--- src/rtl/hazard_scoreboard.sv ---
// Hazard/forwarding scoreboard for the decode stage of the pipelined core.
// Keeps {valid, rd, tnew} for each in-flight writer past decode and, from the
// decode-stage source operands, derives the stall request and per-port
// forwarding selects. A saturating counter records stalled cycles.
module hazard_scoreboard #(
  parameter int STAGES = 3,
  parameter int PORTS  = 2,
  parameter int AW     = 5,
  parameter int TW     = 2,
  parameter int CW     = 32,
  parameter int SW     = $clog2(STAGES + 1)
) (
  input  logic                  clk,
  input  logic                  reset,
  input  logic                  dec_valid,
  input  logic                  dec_wen,
  input  logic [AW-1:0]         dec_rd,
  input  logic [TW-1:0]         dec_tnew,
  input  logic [PORTS*AW-1:0]   dec_src_addr,
  input  logic [PORTS-1:0]      dec_src_used,
  input  logic [PORTS*TW-1:0]   dec_src_tuse,
  input  logic                  dec_multi,
  input  logic                  md_busy,
  input  logic                  flush,
  output logic                  stall,
  output logic [PORTS*SW-1:0]   fwd_sel,
  output logic [PORTS-1:0]      fwd_ready,
  output logic [SW-1:0]         occupancy,
  output logic [CW-1:0]         stall_cycles
);

  // Tracked entries, index 1 = EX (youngest) ... STAGES = WB (oldest).
  logic [STAGES:1] valid_q, valid_d;
  logic [AW-1:0]   rd_q   [1:STAGES];
  logic [AW-1:0]   rd_d   [1:STAGES];
  logic [TW-1:0]   tnew_q [1:STAGES];
  logic [TW-1:0]   tnew_d [1:STAGES];

  logic [CW-1:0]    stall_cycles_q, stall_cycles_d;
  logic [PORTS-1:0] port_hazard;

  // Per-port compare against every tracked entry.
  for (genvar p = 0; p < PORTS; p++) begin : g_port
    logic [AW-1:0] addr;
    logic [TW-1:0] tuse;
    logic [SW-1:0] sel;
    logic          rdy;
    logic          hz;

    assign addr = dec_src_addr[p*AW +: AW];
    assign tuse = dec_src_tuse[p*TW +: TW];

    // Youngest matching producer wins the select; any unready match is a hazard.
    always_comb begin
      // NOTE: every variable gets a default first so no path can infer a latch.
      sel = '0;
      rdy = 1'b0;
      hz  = 1'b0;
      for (int k = STAGES; k >= 1; k--) begin
        if (valid_q[k] && (rd_q[k] == addr) && (addr != '0)) begin
          sel = SW'(k);
          rdy = (tnew_q[k] == '0);
          if (dec_src_used[p] && (tuse < tnew_q[k])) hz = 1'b1;
        end
      end
    end

    assign fwd_sel[p*SW +: SW] = sel;
    assign fwd_ready[p]        = rdy;
    assign port_hazard[p]      = hz;
  end

  // Stall is forced low while reset is asserted so the decode side sees a
  // quiet scoreboard even if the multiply/divide interlock inputs are active.
  assign stall = reset & dec_valid & ((|port_hazard) | (dec_multi & md_busy));

  // Count of valid tracked entries.
  always_comb begin
    occupancy = '0;
    for (int k = 1; k <= STAGES; k++) begin
      occupancy = occupancy + SW'(valid_q[k]);
    end
  end

  // Next entry state: flush clears, otherwise shift with tnew countdown and
  // load stage 1 from decode (a stall loads a bubble).
  always_comb begin
    valid_d = valid_q;
    rd_d    = rd_q;
    tnew_d  = tnew_q;
    if (flush) begin
      valid_d = '0;
    end else begin
      for (int k = STAGES; k >= 2; k--) begin
        valid_d[k] = valid_q[k-1];
        rd_d[k]    = rd_q[k-1];
        tnew_d[k]  = (tnew_q[k-1] != '0) ? tnew_q[k-1] - TW'(1) : '0;
      end
      valid_d[1] = dec_valid & dec_wen & (dec_rd != '0) & ~stall;
      rd_d[1]    = dec_rd;
      tnew_d[1]  = dec_tnew;
    end
  end

  // Saturating stalled-cycle count; flush does not clear it.
  always_comb begin
    stall_cycles_d = stall_cycles_q;
    if (stall && (stall_cycles_q != '1)) stall_cycles_d = stall_cycles_q + CW'(1);
  end

  // Valid bits and the counter are the only state that must come out of reset.
  always_ff @(posedge clk or negedge reset) begin
    if (!reset) begin
      valid_q        <= '0;
      stall_cycles_q <= '0;
    end else begin
      // NOTE: non-blocking assignments so every register samples pre-edge values.
      valid_q        <= valid_d;
      stall_cycles_q <= stall_cycles_d;
    end
  end

  // Entry payload follows the shift; its contents only matter behind valid.
  always_ff @(posedge clk) begin
    // NOTE: payload is deliberately not reset; valid_q gates every use of it.
    rd_q   <= rd_d;
    tnew_q <= tnew_d;
  end

  assign stall_cycles = stall_cycles_q;

endmodule

--- config.mk ---
export PLATFORM = sky130hd
export DESIGN_NAME = hazard_scoreboard
export DESIGN_NICKNAME = d
export VERILOG_FILES = /design/src/rtl/hazard_scoreboard.sv
export SDC_FILE = /design/constraint.sdc
export NUM_CORES = 1
export LEC_CHECK = 0
export ABC_CLOCK_PERIOD_IN_PS = 3900
export CELL_PAD_IN_SITES_DETAIL_PLACEMENT = 0
export CELL_PAD_IN_SITES_GLOBAL_PLACEMENT = 2
export CORE_MARGIN = 3
export CORE_UTILIZATION = 35
export DETAILED_ROUTE_END_ITERATION = 16
export GPL_TIMING_DRIVEN = 0
export HOLD_SLACK_MARGIN = 0.15
export PLACE_DENSITY_LB_ADDON = 0.1
export SYNTH_ARGS = -nofsm -noshare
export SYNTH_HDL_FRONTEND = slang
export SYNTH_SLANG_ARGS = --single-unit
--- constraint.sdc ---
create_clock -name clk -period 3.9 [get_ports clk]
set_clock_uncertainty 0.15 [all_clocks]
set_input_delay 0.78 -clock clk [delete_from_list [all_inputs] [get_ports clk]]
set_output_delay 0.78 -clock clk [all_outputs]
set_load 0.005 [all_outputs]
==> results.sh, run 1 <==
export IMPL_status="complete, no violations"
export IMPL_detail_route_antenna_nets=0
export IMPL_startpoint_type="input port"
export IMPL_cts_tree="done"
export IMPL_seqPwrFrac_pct=56.1
export IMPL_synth_edf_count=21
export IMPL_slew_violations=0
export IMPL_cts_inserted_buffers=5
export IMPL_hpwl_um=6040
export IMPL_p_switching_w=0.000341
export IMPL_worstPathCellList="dlygate4sd2_1 -> or4_4 -> o211ai_4 -> or2_2 -> nor2_1 -> a22oi_1 -> o21ai_1 -> buf_4 -> clkdlybuf4s50_1"
export IMPL_synth_common_cells="36 x xnor2_1, 35 x dfrtp_1, 25 x xor2_1"
export IMPL_cpMaxStageDelayCell="or4_4"
export IMPL_antenna_found_initial=0
export IMPL_path_depth=9
export IMPL_cp_startpoint="dec_src_addr[5]"
export IMPL_grt_overflow=0
export IMPL_tightest_slew_ns=0.825
export IMPL_core_rowCount=34
export IMPL_cts_root_buf="clkbuf_8"
export IMPL_rsz0062_at_grt="false"
export IMPL_gp_congestion=0.765
export IMPL_p_sw_share_pct=27.5
export IMPL_synth_top_family_by_area="simple AND/OR/NAND/NOR gates"
export IMPL_nFillCells=862
export IMPL_syn_nets=343
export IMPL_wl_um=8040
export IMPL_diodes=0
export IMPL_fmax_mhz=261
export IMPL_htree_levels=2
export IMPL_first_pass_iters=4
export IMPL_yosys_area_share_xor_xnor_pct=16.6
export IMPL_port_buffers=69
export IMPL_cts_clk_slew_worst_paths_ns=0.09
export IMPL_cts_sinks=56
export IMPL_path_buf_inv=3
export IMPL_r2r_slack_ns=0.89
export IMPL_grt_pass1_vias=2654
export IMPL_p_leak_nw=1.67
export IMPL_synth_area_per_cell_um2=10.6
export IMPL_yosys_top_cells_area="dfrtp_1 27%, edfxtp_1 20%, xnor2_1 9.8%, xor2_1 6.8%, ha_1 3.5%"
export IMPL_drtIter0Drc=85
export IMPL_layout_nets=422
export IMPL_hold_viol=0
export IMPL_clock_latency_ns=0.31
export IMPL_netlist_instances=303
export IMPL_layout_drive_gt1_share_pct=12.5
export IMPL_synthDistinctLibCells=49
export IMPL_grt_max_degree=38
export IMPL_intPower_w=0.000899
export IMPL_die_w_um=102
export IMPL_synth_most_common_cell="xnor2_1"
export IMPL_netlist_area_leader_share_pct=27.2
export IMPL_grt_pass1_wl_um=13100
export IMPL_critPathRequiredTime_ns=2.97
export IMPL_ys_seq_area_share_pct=46.7
export IMPL_synth_simple_area_share_pct=24.9
export IMPL_setup_slack_ns=0.0679
export IMPL_peakVddDrop_mv=0.165
export IMPL_ys_flop_type="dfrtp_1"
export IMPL_r2r_end="stall_cycles[1]"
export IMPL_core_area_um2=8850
export IMPL_vias=2528
export IMPL_period_needed_ns=3.83
export IMPL_synth_fa_ha_area_share_pct=4.11
export IMPL_path_max_fanout=4
export IMPL_critPathKind="input port to primary output"
export IMPL_synth_area_leader_cell="dfrtp_1"
export IMPL_maxCapViolCount=0
export IMPL_reg2reg_depth=8
export IMPL_setup_viol=0
export IMPL_endpoint="fwd_ready[1]"
export IMPL_synth_compound_area_share_pct=4.69
export IMPL_hold_path_class="flip-flop to flip-flop"
export IMPL_start_util_pct=36.5
export IMPL_floorplan_die_area_um2=10400
export IMPL_yosys_register_bits=56
export IMPL_routed_via_density=5.15
export IMPL_cpLargestDelayFamily="buffers and inverters"
export IMPL_ios=71
export IMPL_drc=0
export IMPL_ys_async_sr_fraction_pct=62.5
export IMPL_clock_path_buffers=2
export IMPL_syn2layout_area_growth_pct=30.1
export IMPL_track_usage_pct=15.9
export IMPL_die_h_um=102
export IMPL_p_comb_share_pct=17.9
export IMPL_worstReg2RegStart="stall_cycles[6]"
export IMPL_final_period_utilization_pct=98.3
export IMPL_tns_ns=0
export IMPL_power_frac_clock_pct=25.9
export IMPL_synth_area_um2=3230
export IMPL_synthMuxAreaShare_pct=0.349
export IMPL_routedWlPerCell_um=16.4
export IMPL_dp_worst_setup_slack_ns=-0.684
export IMPL_cp_arrival_ns=2.90
export IMPL_cts_hold_buf=0
export IMPL_crit_path_max_incr_delay_ns=0.60
export IMPL_slew_limit_headroom_pct=45.0
export IMPL_powerDensity_nw_per_um2=296
export IMPL_worst_setup_path_end_kind="primary output"
export IMPL_yosys_warnings=0
-- power by group through the flow --
stage | clock network, W | registers [W] | logic, W
after floorplan | 0 | 0.000700 | 0.000102
after global placement | 0 | 0.000708 | 0.000221
after detailed placement | 0 | 0.000708 | 0.000222
after CTS | 0.000341 | 0.000696 | 0.000225
after global routing | 0.000359 | 0.000703 | 0.000249
final | 0.000322 | 0.000696 | 0.000223
-- cell usage in the layout (no fill, tap or decap), types with 6 or more instances in the layout --
master            n
nand3_1          11
dfrtp_1          35
clkdlybuf4s50_1  58
xnor2_1          36
xor2_1           25
buf_4             6
nand4_1          14
nor2_1           16
nor4_1            6
nand2_1          24
edfxtp_1         21
nor3_1           17
inv_1             9
ha_1              9
-- layer usage --
| metal | vias to the layer above | GRT usage, % | wire, um |
|---|---|---|---|
| met5 | - | 0 | 0 |
| met4 | 0 | 3.43 | 66 |
| met3 | 7 | 2.94 | 322 |
| met2 | 60 | 27.0 | 3910 |
| met1 | 1227 | 21.1 | 3750 |
| li1 | 1234 | - | - |
-- worst reg2reg max path, cell delays in order (launching register included) --
cell and delay (ns):
dfrtp_1 0.50, and4_1 0.30, nand4_1 0.15, nor3_2 0.37, nor3b_1 0.34, clkbuf_1 0.43, nor2_1 0.19, nand2_1 0.16
mux2_1 0.33
-- sequential cells by signal, summed over array words and instances (netlist names) --
| signal | flops |
|---|---|
| stall_cycles | 32 |
| rd_q | 15 |
| tnew_q | 6 |
| valid_q | 3 |
-- worst min path at each step --
stage | cells after the start | slack [ns] | from | to
final | 1 | 0.34 | stall_cycles[9] | stall_cycles[9]
after global routing | 1 | 0.36 | stall_cycles[27] | stall_cycles[27]
after CTS | 1 | 0.35 | stall_cycles[9] | stall_cycles[9]
after detailed placement | 1 | 0.33 | stall_cycles[11] | stall_cycles[11]
after global placement | 1 | 0.33 | stall_cycles[11] | stall_cycles[11]
after floorplan | 0 | 0.33 | reset | stall_cycles[0]
-- cell type report --
class	instances	area, um^2	area share [%]
repair buffers	72	683	16.3
inverters	9	33.8	0.805
plain buffers	9	52.6	1.25
flip-flops and latches	56	1510	35.9
clock inverters	3	23.8	0.567
multi-input cells	229	1690	40.3
well taps	108	135	3.22
clock buffers	5	68.8	1.64
-- per-stage QoR --
stage | instances | hold WS (ns) | cell area, um^2 | util [%] | total power (W)
after floorplan | 303 | 0.327 | 3230 | - | 0.000802
after global placement | 480 | 0.328 | 4050 | 45.8 | 0.000929
after detailed placement | 480 | 0.331 | 4050 | 45.7 | 0.000930
after CTS | 491 | 0.346 | 4180 | 47.3 | 0.00126
after global routing | 491 | 0.362 | 4200 | 47.4 | 0.00131
final | 491 | 0.339 | 4200 | 47.4 | 0.00124
-- cell families after synthesis --
family                     after synthesis
buffers and inverters                   18
DFF                                     56
and+or+nand+nor                        138
AOI/OAI and AO/OA                       19
muxes                                    1
adders and majority gates               10
xor gates and xnor gates                61
-- repair_timing --
item | in CTS | in global routing
cloned | 0 | 0
pin swaps | 4 | 3
setup endpoints to repair | 4 | 3
setup buffers | 3 | 0
gates resized for setup | 21 | 14
Note: power is estimated with default switching activity, not from simulation.
==> inputs of run 2 (changes only) <==
--- a/config.mk
+++ b/config.mk
@@ -13,7 +13,7 @@
 export DETAILED_ROUTE_END_ITERATION = 16
 export GPL_TIMING_DRIVEN = 0
 export HOLD_SLACK_MARGIN = 0.15
-export PLACE_DENSITY_LB_ADDON = 0.1
+export PLACE_DENSITY = 0.89
 export SYNTH_ARGS = -nofsm -noshare
 export SYNTH_HDL_FRONTEND = slang
 export SYNTH_SLANG_ARGS = --single-unit
==> results.sh, run 2 (synthesized netlist as in run 1, its figures left out) <==
export IMPL_wirelength_met1_um=3800
export IMPL_slew_violations=0
export IMPL_powerDensity_nw_per_um2=312
export IMPL_seqPwrFrac_pct=53.1
export IMPL_tightest_slew_ns=0.821
export IMPL_antenna_found_initial=0
export IMPL_p_leak_nw=1.69
export IMPL_clock_path_buffers=2
export IMPL_nFillCells=857
export IMPL_min_to="stall_cycles[9]"
export IMPL_floorplan_die_area_um2=10400
export IMPL_cts_sinks=56
export IMPL_cts_inserted_buffers=5
export IMPL_worstReg2RegStart="stall_cycles[6]"
export IMPL_critPathKind="input port to primary output"
export IMPL_die_w_um=102
export IMPL_routed_top_layer="met4"
export IMPL_cts_tree="done"
export IMPL_startpoint_type="input port"
export IMPL_largest_register_ffs=32
export IMPL_layout_nets=421
export IMPL_reg2reg_depth=8
export IMPL_r2r_end="stall_cycles[1]"
export IMPL_place_area_um2=4050
export IMPL_path_max_fanout=4
export IMPL_hold_path_class="flip-flop to flip-flop"
export IMPL_die_h_um=102
export IMPL_grt_pass1_wl_um=13400
export IMPL_ios=71
export IMPL_vias=2554
export IMPL_hold_viol=0
export IMPL_intPower_w=0.000965
export IMPL_setup_slack_ns=0.0910
export IMPL_period_needed_ns=3.81
export IMPL_peakVddDrop_mv=0.165
export IMPL_layout_commonest_cell="clkdlybuf4s50_1"
export IMPL_gp_congestion=0.896
export IMPL_htree_levels=2
export IMPL_worstPathCellList="dlygate4sd2_1 -> or4_4 -> o21ai_2 -> a211o_1 -> a2bb2o_4 -> nor3_4 -> nor2_1 -> dlygate4sd2_1"
export IMPL_tns_ns=0
export IMPL_status="complete, no violations"
export IMPL_drtIter0Drc=102
export IMPL_syn2layout_area_growth_pct=30.3
export IMPL_core_rowCount=34
export IMPL_final_core_util_pct=47.5
export IMPL_first_pass_iters=4
export IMPL_grt_overflow=0
export IMPL_routedWlPerCell_um=16.3
export IMPL_fmax_mhz=263
export IMPL_worst_setup_path_end_kind="primary output"
export IMPL_power_frac_clock_pct=30.1
export IMPL_core_area_um2=8850
export IMPL_drc=0
export IMPL_p_switching_w=0.000347
export IMPL_final_period_utilization_pct=97.7
export IMPL_rsz0062_at_grt="false"
export IMPL_maxCapViolCount=0
export IMPL_cp_common_cell="dlygate4sd2_1"
export IMPL_fin_area_um2=4200
export IMPL_crit_path_max_incr_delay_ns=0.59
export IMPL_finalPower_w=0.00131
export IMPL_cts_root_buf="clkbuf_8"
export IMPL_layout_common_cells="58 x clkdlybuf4s50_1, 36 x xnor2_1, 35 x dfrtp_1, 25 x xor2_1, 24 x nand2_1"
export IMPL_p_sw_share_pct=26.5
export IMPL_grt_pass1_vias=2740
export IMPL_cpMaxStageDelayCell="or4_4"
export IMPL_detail_route_antenna_nets=0
export IMPL_min_path_cells=1
export IMPL_start_util_pct=36.5
export IMPL_setup_viol=0
export IMPL_grt_max_degree=38
export IMPL_r2r_slack_ns=0.92
export IMPL_diodes=0
export IMPL_hold_path_startpoint="stall_cycles[9]"
export IMPL_hpwl_um=5940
export IMPL_dp_worst_setup_slack_ns=-0.658
export IMPL_port_buffers=69
export IMPL_layout_drive_gt1_share_pct=11.8
export IMPL_clock_latency_ns=0.31
export IMPL_wl_met2_um=3650
export IMPL_cp_arrival_ns=2.88
export IMPL_met3WireLength_um=447
export IMPL_p_comb_share_pct=16.8
export IMPL_track_usage_pct=16.1
export IMPL_critPathRequiredTime_ns=2.97
export IMPL_slew_limit_headroom_pct=45.2
export IMPL_cts_clk_slew_worst_paths_ns=0.11
export IMPL_wl_um=7980
export IMPL_routed_via_density=5.21
[run 2: metrics by stage]
step / instances / hold WS [ns]
4_1_cts: 490 / 0.351
3_5_place_dp: 480 / 0.326
2_1_floorplan: 303 / 0.327
5_1_grt: 490 / 0.368
6_report: 490 / 0.343
3_3_place_gp: 480 / 0.321
[run 2: how the worst max path moves through the flow]
stage                          from           end  slack, ns
floorplan           dec_src_addr[0]         stall       0.73
global placement              reset         stall      -1.05
detailed placement  dec_src_addr[0]         stall      -0.66
CTS                 dec_src_addr[1]  fwd_ready[0]      0.009
global route        dec_src_addr[3]  fwd_ready[0]     0.0009
finish              dec_src_addr[0]         stall       0.09
[run 2: final cells by class]
class / instances / area (um^2) / area share, %
clock buffer: 5 / 68.8 / 1.64
multi-input combinational: 229 / 1680 / 39.9
timing repair buffer: 71 / 683 / 16.3
inverter: 9 / 33.8 / 0.804
sequential: 56 / 1510 / 35.8
buffer: 9 / 53.8 / 1.28
clock inverter: 3 / 46.3 / 1.10
tap: 108 / 135 / 3.21
[run 2: routing by layer]
metal | up-vias | GRT usage [%]
met2 | 78 | 27.1
met1 | 1233 | 21.6
li1 | 1233 | -
met4 | 0 | 3.53
met3 | 10 | 2.87
met5 | - | 0
[run 2: power groups by stage]
stage	clock [W]	sequential, W	combinational, W
2_1_floorplan	0	0.000700	0.000102
3_3_place_gp	0	0.000708	0.000216
3_5_place_dp	0	0.000709	0.000220
4_1_cts	0.000406	0.000698	0.000221
5_1_grt	0.000428	0.000706	0.000245
6_report	0.000395	0.000697	0.000220
[run 2: worst max-delay path: cells and delay by family]
kind	cells	cell delay, ns
compound gates	3	0.60
buf+inv	2	0.60
simple gates	3	0.89
[run 2: what timing repair did]
| action | CTS | global route |
|---|---|---|
| buffers inserted | 2 | 0 |
| setup endpoints to repair | 4 | 3 |
| hold buffers | 0 | 0 |
| pin swaps | 2 | 7 |
| cloned | 0 | 0 |
| gates resized for setup | 16 | 15 |
==> inputs of run 3 (changes only) <==
--- a/config.mk
+++ b/config.mk
@@ -11,8 +11,7 @@
 export CORE_MARGIN = 3
 export CORE_UTILIZATION = 35
 export DETAILED_ROUTE_END_ITERATION = 16
-export GPL_TIMING_DRIVEN = 0
-export HOLD_SLACK_MARGIN = 0.15
+export HOLD_SLACK_MARGIN = 0.1
 export PLACE_DENSITY = 0.89
 export SYNTH_ARGS = -nofsm -noshare
 export SYNTH_HDL_FRONTEND = slang
==> constraint.sdc (replaced) <==
create_clock -name clk -period 3.9 [get_ports clk]
set_clock_uncertainty 0.15 [all_clocks]
set_input_delay 0.78 -clock clk [delete_from_list [all_inputs] [get_ports clk]]
set_output_delay 0.78 -clock clk [all_outputs]
set_load 0.1 [all_outputs]
==> results.sh, run 3 (synthesized netlist as in run 1, its figures left out) <==
export IMPL_syn2layout_area_growth_pct=33.3
export IMPL_peakVddDrop_mv=0.294
export IMPL_wl_um=8270
export IMPL_drtIter0Drc=96
export IMPL_cts_resized_gates=0
export IMPL_layout_nets=427
export IMPL_routedWlPerCell_um=16.7
export IMPL_slew_violations=0
export IMPL_routed_via_density=5.20
export IMPL_startpoint_type="input port"
export IMPL_largest_register_ffs=32
export IMPL_grt_overflow=0
export IMPL_start_util_pct=36.5
export IMPL_critPathRequiredTime_ns=2.97
export IMPL_post_cts_buffers=0
export IMPL_clock_path_buffers=2
export IMPL_status="complete, no violations"
export IMPL_path_max_fanout=4
export IMPL_drc=0
export IMPL_path_buf_inv=2
export IMPL_worst_setup_path_end_kind="primary output"
export IMPL_antenna_found_initial=0
export IMPL_die_h_um=102
export IMPL_cts_tree="done"
export IMPL_layout_common_cells="61 x clkdlybuf4s50_1, 36 x xnor2_1, 35 x dfrtp_1, 25 x xor2_1, 24 x nand2_1"
export IMPL_p_leak_nw=1.74
export IMPL_rsz0062_at_grt="true"
export IMPL_core_rowCount=34
export IMPL_clock_latency_ns=0.31
export IMPL_finalPower_w=0.00142
export IMPL_hold_viol=0
export IMPL_final_core_util_pct=48.6
export IMPL_cp_arrival_ns=2.85
export IMPL_htree_levels=2
export IMPL_detail_route_antenna_nets=0
export IMPL_grt_pass1_vias=2679
export IMPL_crit_path_max_incr_delay_ns=0.53
export IMPL_cts_root_buf="clkbuf_8"
export IMPL_hold_path_class="input port to asynchronous set/reset pin"
export IMPL_layout_drive_gt1_share_pct=14.4
export IMPL_fmax_mhz=264
export IMPL_track_usage_pct=16.4
export IMPL_grt_max_degree=22
export IMPL_period_needed_ns=3.78
export IMPL_layout_commonest_cell="clkdlybuf4s50_1"
export IMPL_maxCapViolCount=0
export IMPL_hold_slack_ns=0.308
export IMPL_ios=71
export IMPL_powerDensity_nw_per_um2=330
export IMPL_final_period_utilization_pct=97.0
export IMPL_first_pass_iters=4
export IMPL_cts_inserted_buffers=5
export IMPL_tightest_slew_ns=1.04
export IMPL_diodes=0
export IMPL_critPathKind="input port to primary output"
export IMPL_cpMaxStageDelayCell="clkdlybuf4s50_1"
export IMPL_cts_sinks=56
export IMPL_slew_limit_headroom_pct=30.3
export IMPL_vias=2580
export IMPL_floorplan_die_area_um2=10400
export IMPL_hpwl_um=6320
export IMPL_port_buffers=70
export IMPL_cts_clk_slew_worst_paths_ns=0.10
export IMPL_cts_hold_buf=0
export IMPL_die_w_um=102
export IMPL_setup_viol=0
export IMPL_cpLargestDelayFamily="simple AND/OR/NAND/NOR gates"
export IMPL_worstPathCellList="clkdlybuf4s50_1 -> or4_4 -> o211ai_2 -> a2111oi_1 -> a311o_1 -> nor3_4 -> nor2_2 -> buf_12"
export IMPL_gp_congestion=0.841
export IMPL_grt_pass1_wl_um=13400
export IMPL_core_area_um2=8850
## run 3: cell type report
class                           count  area (um^2)
Sequential cell                    56         1510
Multi-Input combinational cell    229         1650
Tap cell                          108          135
Clock inverter                      3         22.5
Clock buffer                        5         68.8
Timing Repair Buffer               86          883
Inverter                            9         33.8
Fill cell                         840         4550
## run 3: per-stage QoR
| step | setup TNS, ns | setup slack [ns] | cell area [um^2] | std cells |
|---|---|---|---|---|
| 2_1_floorplan | 0 | 0.126 | 3230 | 303 |
| 3_3_place_gp | 0 | 0.0667 | 4200 | 488 |
| 3_5_place_dp | 0 | 0.0566 | 4200 | 488 |
| 4_1_cts | 0 | 0.0403 | 4290 | 496 |
| 5_1_grt | -0.000808 | -0.000808 | 4300 | 496 |
| 6_report | 0 | 0.118 | 4300 | 496 |
## run 3: worst paths after layout
check / startpoint / to / slack (ns) / depth (start not counted)
worst max-delay path: dec_src_addr[9] / stall / 0.12 / 8
worst min-delay path: reset / stall_cycles[22] / 0.31 / 2
worst max register to register: stall_cycles[6] / stall_cycles[26] / 1.20 / 7
worst min register to register: stall_cycles[11] / stall_cycles[11] / 0.34 / 1
max in group asynchronous: reset / stall_cycles[5] / 3.07 / 2
min in group clk: stall_cycles[11] / stall_cycles[11] / 0.34 / 1
## run 3: layer usage
layer | up-vias | routed length [um] | track usage [%] | share of wire, %
met4 | 0 | 44 | 3.33 | 0.53
met3 | 4 | 368 | 2.32 | 4.5
met2 | 71 | 4000 | 27.7 | 48
met1 | 1266 | 3850 | 22.5 | 47
li1 | 1239 | - | - | -
met5 | - | 0 | 0 | 0
## run 3: power breakdown
| group | internal (W) | switching (W) | leakage (nW) |
|---|---|---|---|
| Sequential | 0.000653 | 0.0000450 | 0.689 |
| Clock | 0.000129 | 0.000201 | 0.0485 |
| Combinational | 0.000126 | 0.000264 | 1.01 |
| Total | 0.000908 | 0.000510 | 1.74 |
